`src/rtl/imem_pkg.sv`:
```
// Shared definitions for the loadable instruction memory.
//   imem_state_e : load/run control states
//   BYTE_W       : width of one program byte on the load stream
//   NOP          : all-zero instruction returned on a faulting fetch
package imem_pkg;

  localparam int BYTE_W = 8;

  // Wide enough for any sensible instruction width; users slice the low bits.
  localparam logic [127:0] NOP = 128'h0;

  typedef enum logic [1:0] {
    EMPTY = 2'd0,
    LOAD  = 2'd1,
    RUN   = 2'd2
  } imem_state_e;

endpackage

```
`src/rtl/imem_ram.sv`:
```
// Instruction storage: one synchronous write port, one synchronous read port
// with a registered output.
//   we/waddr/wdata : write port, written on the rising edge
//   re/raddr       : read port; rdata updates only when re is high
//   rd_nop         : when high together with re, rdata loads the NOP word
//                    instead of the array contents
//   rdata          : registered read data (cleared by reset; the array is not)
module imem_ram
  import imem_pkg::*;
#(
  parameter int DATA_W = 32,
  parameter int DEPTH  = 64,
  parameter int IDX_W  = 6
) (
  input  logic              clk,
  input  logic              rst_n,
  input  logic              we,
  input  logic [IDX_W-1:0]  waddr,
  input  logic [DATA_W-1:0] wdata,
  input  logic              re,
  input  logic              rd_nop,
  input  logic [IDX_W-1:0]  raddr,
  output logic [DATA_W-1:0] rdata
);

  logic [DATA_W-1:0] mem_q [DEPTH];
  logic [DATA_W-1:0] rdata_d;
  logic [DATA_W-1:0] rdata_q;

  // Storage array write port; deliberately not reset.
  always_ff @(posedge clk) begin
    if (we) begin
      mem_q[waddr] <= wdata;
    end
  end

  // Next read data: hold unless a read is requested.
  always_comb begin
    rdata_d = rdata_q;
    if (re) begin
      rdata_d = rd_nop ? NOP[DATA_W-1:0] : mem_q[raddr];
    end else begin
      rdata_d = rdata_q;
    end
  end

  // Registered read output.
  always_ff @(posedge clk or negedge rst_n) begin
    if (!rst_n) begin
      rdata_q <= '0;
    end else begin
      rdata_q <= rdata_d;
    end
  end

  assign rdata = rdata_q;

endmodule

```
`src/rtl/imem_loadable.sv`:
```
// Instruction memory loaded over a byte stream, then fetched by byte address.
//   ld_start/ld_valid/ld_byte/ld_last : program-load stream (big-endian bytes)
//   ld_ready/ld_done/word_count       : load handshake, end pulse, words written
//   fetch_req/fetch_addr/fetch_ready  : fetch request handshake (RUN only)
//   instr/instr_valid/fetch_err       : fetch response, one cycle after accept
module imem_loadable
  import imem_pkg::*;
#(
  parameter int DATA_W = 32,
  parameter int DEPTH  = 64,
  parameter int ADDR_W = 32
) (
  input  logic                    clk,
  input  logic                    rst_n,
  input  logic                    ld_start,
  input  logic                    ld_valid,
  input  logic [7:0]              ld_byte,
  input  logic                    ld_last,
  output logic                    ld_ready,
  output logic                    ld_done,
  output logic [$clog2(DEPTH):0]  word_count,
  input  logic                    fetch_req,
  input  logic [ADDR_W-1:0]       fetch_addr,
  output logic                    fetch_ready,
  output logic [DATA_W-1:0]       instr,
  output logic                    instr_valid,
  output logic                    fetch_err
);

  localparam int BPW   = DATA_W / BYTE_W;
  localparam int BC_W  = (BPW > 1) ? $clog2(BPW) : 1;
  localparam int OFF_W = $clog2(BPW);
  localparam int IDX_W = (DEPTH > 1) ? $clog2(DEPTH) : 1;
  localparam int CNT_W = $clog2(DEPTH) + 1;
  localparam logic [ADDR_W:0] MEM_BYTES = (ADDR_W + 1)'(DEPTH * BPW);

  imem_state_e       state_q, state_d;
  logic [CNT_W-1:0]  word_count_q, word_count_d;
  logic [BC_W-1:0]   byte_cnt_q, byte_cnt_d;
  logic [DATA_W-1:0] asm_q, asm_d;
  logic              ld_ready_q, ld_ready_d;
  logic              ld_done_q, ld_done_d;
  logic              fetch_ready_q, fetch_ready_d;
  logic              instr_valid_q, instr_valid_d;
  logic              fetch_err_q, fetch_err_d;

  logic              ld_acc_s;
  logic              word_done_s;
  logic [DATA_W-1:0] asm_shift_s;
  logic [BC_W-1:0]   pad_s;
  logic              ram_we_s;
  logic [DATA_W-1:0] ram_wdata_s;
  logic              fetch_acc_s;
  logic              fetch_ok_s;
  logic [IDX_W-1:0]  ram_raddr_s;

  // Load-side datapath: shift in the byte, and left-justify a short final
  // word so its missing low bytes come out as zeros.
  always_comb begin
    ld_acc_s    = ld_valid && ld_ready_q;
    asm_shift_s = (asm_q << BYTE_W) | DATA_W'(ld_byte);
    word_done_s = ld_last || (byte_cnt_q == BC_W'(BPW - 1));
    pad_s       = BC_W'(BPW - 1) - byte_cnt_q;
    ram_wdata_s = asm_shift_s << (32'(pad_s) * BYTE_W);
  end

  // Control FSM next state, counters and load outputs.
  always_comb begin
    state_d      = state_q;
    word_count_d = word_count_q;
    byte_cnt_d   = byte_cnt_q;
    asm_d        = asm_q;
    ld_done_d    = 1'b0;
    ram_we_s     = 1'b0;
    case (state_q)
      EMPTY, RUN: begin
        if (ld_start) begin
          state_d      = LOAD;
          word_count_d = '0;
          byte_cnt_d   = '0;
          asm_d        = '0;
        end else begin
          state_d = state_q;
        end
      end
      LOAD: begin
        // ld_start is ignored here; ld_ready_q already implies LOAD.
        if (ld_acc_s) begin
          if (word_done_s) begin
            ram_we_s     = 1'b1;
            word_count_d = word_count_q + CNT_W'(1);
            byte_cnt_d   = '0;
            asm_d        = '0;
            if (ld_last || (word_count_d == CNT_W'(DEPTH))) begin
              state_d   = RUN;
              ld_done_d = 1'b1;
            end else begin
              state_d = LOAD;
            end
          end else begin
            byte_cnt_d = byte_cnt_q + BC_W'(1);
            asm_d      = asm_shift_s;
          end
        end else begin
          state_d = LOAD;
        end
      end
      default: begin
        state_d = EMPTY;
      end
    endcase
    // Ready flags are registered from the next state so they line up with it.
    ld_ready_d    = (state_d == LOAD) && (word_count_d < CNT_W'(DEPTH));
    fetch_ready_d = (state_d == RUN);
  end

  // Fetch decode: alignment, range and word index.
  always_comb begin
    fetch_acc_s   = fetch_req && fetch_ready_q;
    fetch_ok_s    = ((fetch_addr & ADDR_W'(BPW - 1)) == '0) &&
                    ({1'b0, fetch_addr} < MEM_BYTES);
    ram_raddr_s   = IDX_W'(fetch_addr >> OFF_W);
    instr_valid_d = fetch_acc_s;
    fetch_err_d   = fetch_acc_s && !fetch_ok_s;
  end

  // State and control registers.
  always_ff @(posedge clk or negedge rst_n) begin
    if (!rst_n) begin
      state_q       <= EMPTY;
      word_count_q  <= '0;
      byte_cnt_q    <= '0;
      asm_q         <= '0;
      ld_ready_q    <= 1'b0;
      ld_done_q     <= 1'b0;
      fetch_ready_q <= 1'b0;
      instr_valid_q <= 1'b0;
      fetch_err_q   <= 1'b0;
    end else begin
      state_q       <= state_d;
      word_count_q  <= word_count_d;
      byte_cnt_q    <= byte_cnt_d;
      asm_q         <= asm_d;
      ld_ready_q    <= ld_ready_d;
      ld_done_q     <= ld_done_d;
      fetch_ready_q <= fetch_ready_d;
      instr_valid_q <= instr_valid_d;
      fetch_err_q   <= fetch_err_d;
    end
  end

  // Faulting fetches load NOP into the read register, so instr needs no mux
  // and holds its value between fetches.
  imem_ram #(
    .DATA_W (DATA_W),
    .DEPTH  (DEPTH),
    .IDX_W  (IDX_W)
  ) u_ram (
    .clk    (clk),
    .rst_n  (rst_n),
    .we     (ram_we_s),
    .waddr  (word_count_q[IDX_W-1:0]),
    .wdata  (ram_wdata_s),
    .re     (fetch_acc_s),
    .rd_nop (!fetch_ok_s),
    .raddr  (ram_raddr_s),
    .rdata  (instr)
  );

  assign ld_ready    = ld_ready_q;
  assign ld_done     = ld_done_q;
  assign word_count  = word_count_q;
  assign fetch_ready = fetch_ready_q;
  assign instr_valid = instr_valid_q;
  assign fetch_err   = fetch_err_q;

endmodule

```
`config.mk`:
```
export PLATFORM = sky130hd
export DESIGN_NAME = imem_loadable
export DESIGN_NICKNAME = d
export VERILOG_FILES = /design/src/rtl/imem_pkg.sv /design/src/rtl/imem_ram.sv /design/src/rtl/imem_loadable.sv
export SDC_FILE = /design/constraint.sdc
export NUM_CORES = 2
export LEC_CHECK = 0
export BUFFER_PORTS_ARGS = -buffer_cell sky130_fd_sc_hd__buf_2
export CAP_MARGIN = 40
export CORE_ASPECT_RATIO = 0.7
export CORE_MARGIN = 10
export CORE_UTILIZATION = 42
export DETAILED_ROUTE_END_ITERATION = 8
export SYNTH_ARGS = -nofsm -noshare
export SYNTH_HDL_FRONTEND = slang
export SYNTH_SLANG_ARGS = --single-unit
```
`constraint.sdc`:
```
create_clock -name clk -period 4.4 [get_ports clk]
set_input_delay 0.66 -clock clk [delete_from_list [all_inputs] [get_ports clk]]
set_output_delay 0.66 -clock clk [all_outputs]
set_load 0.005 [all_outputs]
```
==> results.cfg <==
[outcome]
outcome = finished clean

[sta]
finalSetupViolCount = 0
slew_violations = 0
tightest_slew_ps = 970
timing.slew.headroom_pct = 35.3
timing.final.ws_setup_ps = 813
period_needed_ps = 3590
final_hold_viol_count = 0
finalClockSkew_ps = 40.5
hold_ws_ps = 75.8
setup_tns_ps = 0
post-route-period-util_pct = 81.5
grt_setup_unrepaired = false
timing.fmax_mhz = 279

[clocking]
clkTransAtPathRegs_ps = 70
cts_root_buf = clkbuf_16
cts_buffers = 199
cts.sinks = 2120
htreeDepth = 4
cts_tree = built
cts_hold_buf = 1
post_cts_resized = 0
insertion_delay_ps = 840
cts_setup_buffers = 0
clk_path_buf_depth = 4

[floorplanning]
die-area_sq_um = 214000
initial_core_util_pct = 42.3
placeableCoreArea_sq_um = 194000
chipWidth_um = 548
die_h_um = 390
io-pin-count = 90
row_count = 135

[worst_setup_path]
worstSetupEndpointType = flip-flop
slowest_stage = buf_4
crit_path_frequent_cell = buf_4
required_ps = 4850
r2r_cells = 8
cp-start-kind = flip-flop
criticalPathCategory = reg -> reg
reg2reg_to = u_ram.mem_q[12][7]
path_max_fanout = 32
critical_path.top_delay_family = buffers and inverters
crit_chain = ha_1 -> nor2_1 -> nor3_1 -> buf_4 -> nand3_1 -> buf_4 -> nor2_4 -> buf_4
critPathBufInv = 3
cpPeakStageDelay_ps = 650
timing.rr.start = byte_cnt_q[0]
arrival_ps = 4040
r2r_slack_ps = 810

[placement]
postPlaceCellArea_sq_um = 87900
gp_congestion = 0.792
io_buffers = 89
hpwl_mm = 133
numPlacedInstances = 6467
dp_slack_ps = 313

[global_routing]
grt_pass1_wl_mm = 322
track_usage_pct = 21.2
grt_pass1_vias = 40522
grt_start_max_net_pins = 88
antenna_found_initial = 13
overflow = 0

[yosys]
ys_types = 65
ys_ff_latch = 2120
synth_edf_count = 2048
synthArstFlopShare_pct = 3.40
syn_area_per_cell_sq_um = 21.9
syn_area_sq_um = 82100
yosys_most_used_dff = edfxtp_1
ys_seq_area_share_pct = 77.1
yosysWarnings = 0
synthCells = 3748
synth_nets = 3796

[finish]
area_delta_synth_final_pct = 14.6
fin_area_sq_um = 94100
drive_gt1_share_pct = 28.7
final_cells = 6828
final_util_pct = 48.5
layout.nets = 4115

[power_and_ir_drop]
p_leak_nw = 29.9
p_total_mw = 45.8
vdd_drop_max_mv = 0.345
powerDensity_nw_per_um2 = 487

[drt]
vias = 41222
drtIter0Drc = 6320
avgViaCountPerCell = 6.04
ant_nets = 0
drc = 0
routed_wl_mm = 231
drtPass1Iterations = 6
routedWlPerCell_um = 33.9

[worst_hold_path]
min_from = ld_start
holdPathStages = 2
hold_path_class = in -> reg
holdPathEnd = word_count[6]

[job]
maxCapViolCount = 0
## where the power goes
| group | internal, mW | switching (mW) | total, mW |
|---|---|---|---|
| Combinational | 1.30 | 3.57 | 4.87 |
| Clock | 9.33 | 7.41 | 16.7 |
| Sequential | 24.1 | 0.132 | 24.2 |
| Total | 34.7 | 11.1 | 45.8 |
## synthesized netlist by cell type (all sizes together), types with 12 or more instances
master  instances  share of area, %
a22oi          72              0.66
clkbuf         70              0.32
a21oi          56              0.34
a22o           31              0.33
edfxtp       2048                75
o22ai          19              0.14
dfrtp          72               2.2
mux4          484                13
nand3          43              0.26
nand4          12             0.091
mux2i         238               2.9
o21ai          37              0.23
nor2b          33              0.25
mux2           20              0.27
nand2          91              0.42
a211oi         16              0.15
nor2          108              0.49
buf           143               1.3
## layout by cell type, fill, tap and decap left out, drive strengths merged, types with 6 or more instances in the layout
master,count
nand2b,9
o31ai,7
a22o,31
bufinv,8
o22ai,19
a211oi,16
a22oi,72
o221ai,8
nor4,11
o21ai,37
clkbuf,280
and3,11
mux2,20
nand4,12
clkinv,59
edfxtp,2048
buf,329
nor3,11
o2111ai,9
nand2,91
a21oi,56
mux4,484
clkinvlp,8
nor2b,33
inv,9
nor2,108
o211ai,11
nand3,43
mux2i,238
a221oi,11
dfrtp,72
nand3b,6
## worst max-delay path by stage
stage / startpoint / endpoint / slack [ps] / cells past startpoint
2_1_floorplan: byte_cnt_q[1] / u_ram.mem_q[0][17] / 30 / 4
3_3_place_gp: fetch_addr[3] / u_ram.rdata[9] / -1150 / 7
3_5_place_dp: fetch_addr[3] / u_ram.rdata[7] / 310 / 7
4_1_cts: byte_cnt_q[0] / u_ram.mem_q[12][7] / 800 / 8
5_1_grt: byte_cnt_q[1] / u_ram.mem_q[12][7] / 620 / 8
6_report: byte_cnt_q[0] / u_ram.mem_q[12][7] / 810 / 8
## flip-flops by register name, summed over array words and instances, names as in the netlist
signal / flops
ld_done: 1
fetch_err: 1
fetch_ready: 1
u_ram.rdata: 32
instr_valid: 1
ld_ready: 1
u_ram.mem_q: 2048
asm_q: 24
byte_cnt_q: 2
state_q: 2
word_count: 7
## cell type report
type | instances | area [sq um]
Tap cell | 2603 | 3260
Clock buffer | 279 | 5600
Antenna cell | 1 | 2.50
Multi-Input combinational cell | 1410 | 18200
Timing Repair Buffer | 331 | 3100
Clock inverter | 79 | 614
Inverter | 5 | 18.8
Sequential cell | 2120 | 63300
Fill cell | 15682 | 99800
## kinds of logic after synthesis
| logic type | count (synthesis) | share of synthesized area [%] |
|---|---|---|
| flops | 2120 | 77.1 |
| mux | 742 | 16.5 |
| simple gates | 354 | 2.05 |
| compound gates | 308 | 2.64 |
| buf+inv | 218 | 1.62 |
| xor+xnor | 4 | 0.0427 |
| fa+ha+maj | 2 | 0.0305 |
## metal layers
layer  wire (um)  GRT usage, %  vias up
met4        4970          4.57        4
met1       98100          32.0    22126
li1            -             -    16445
met5          28             0        -
met2       98300          29.6     2360
met3       30100          7.41      287
No activity file was read; power rests on OpenSTA's default activity.
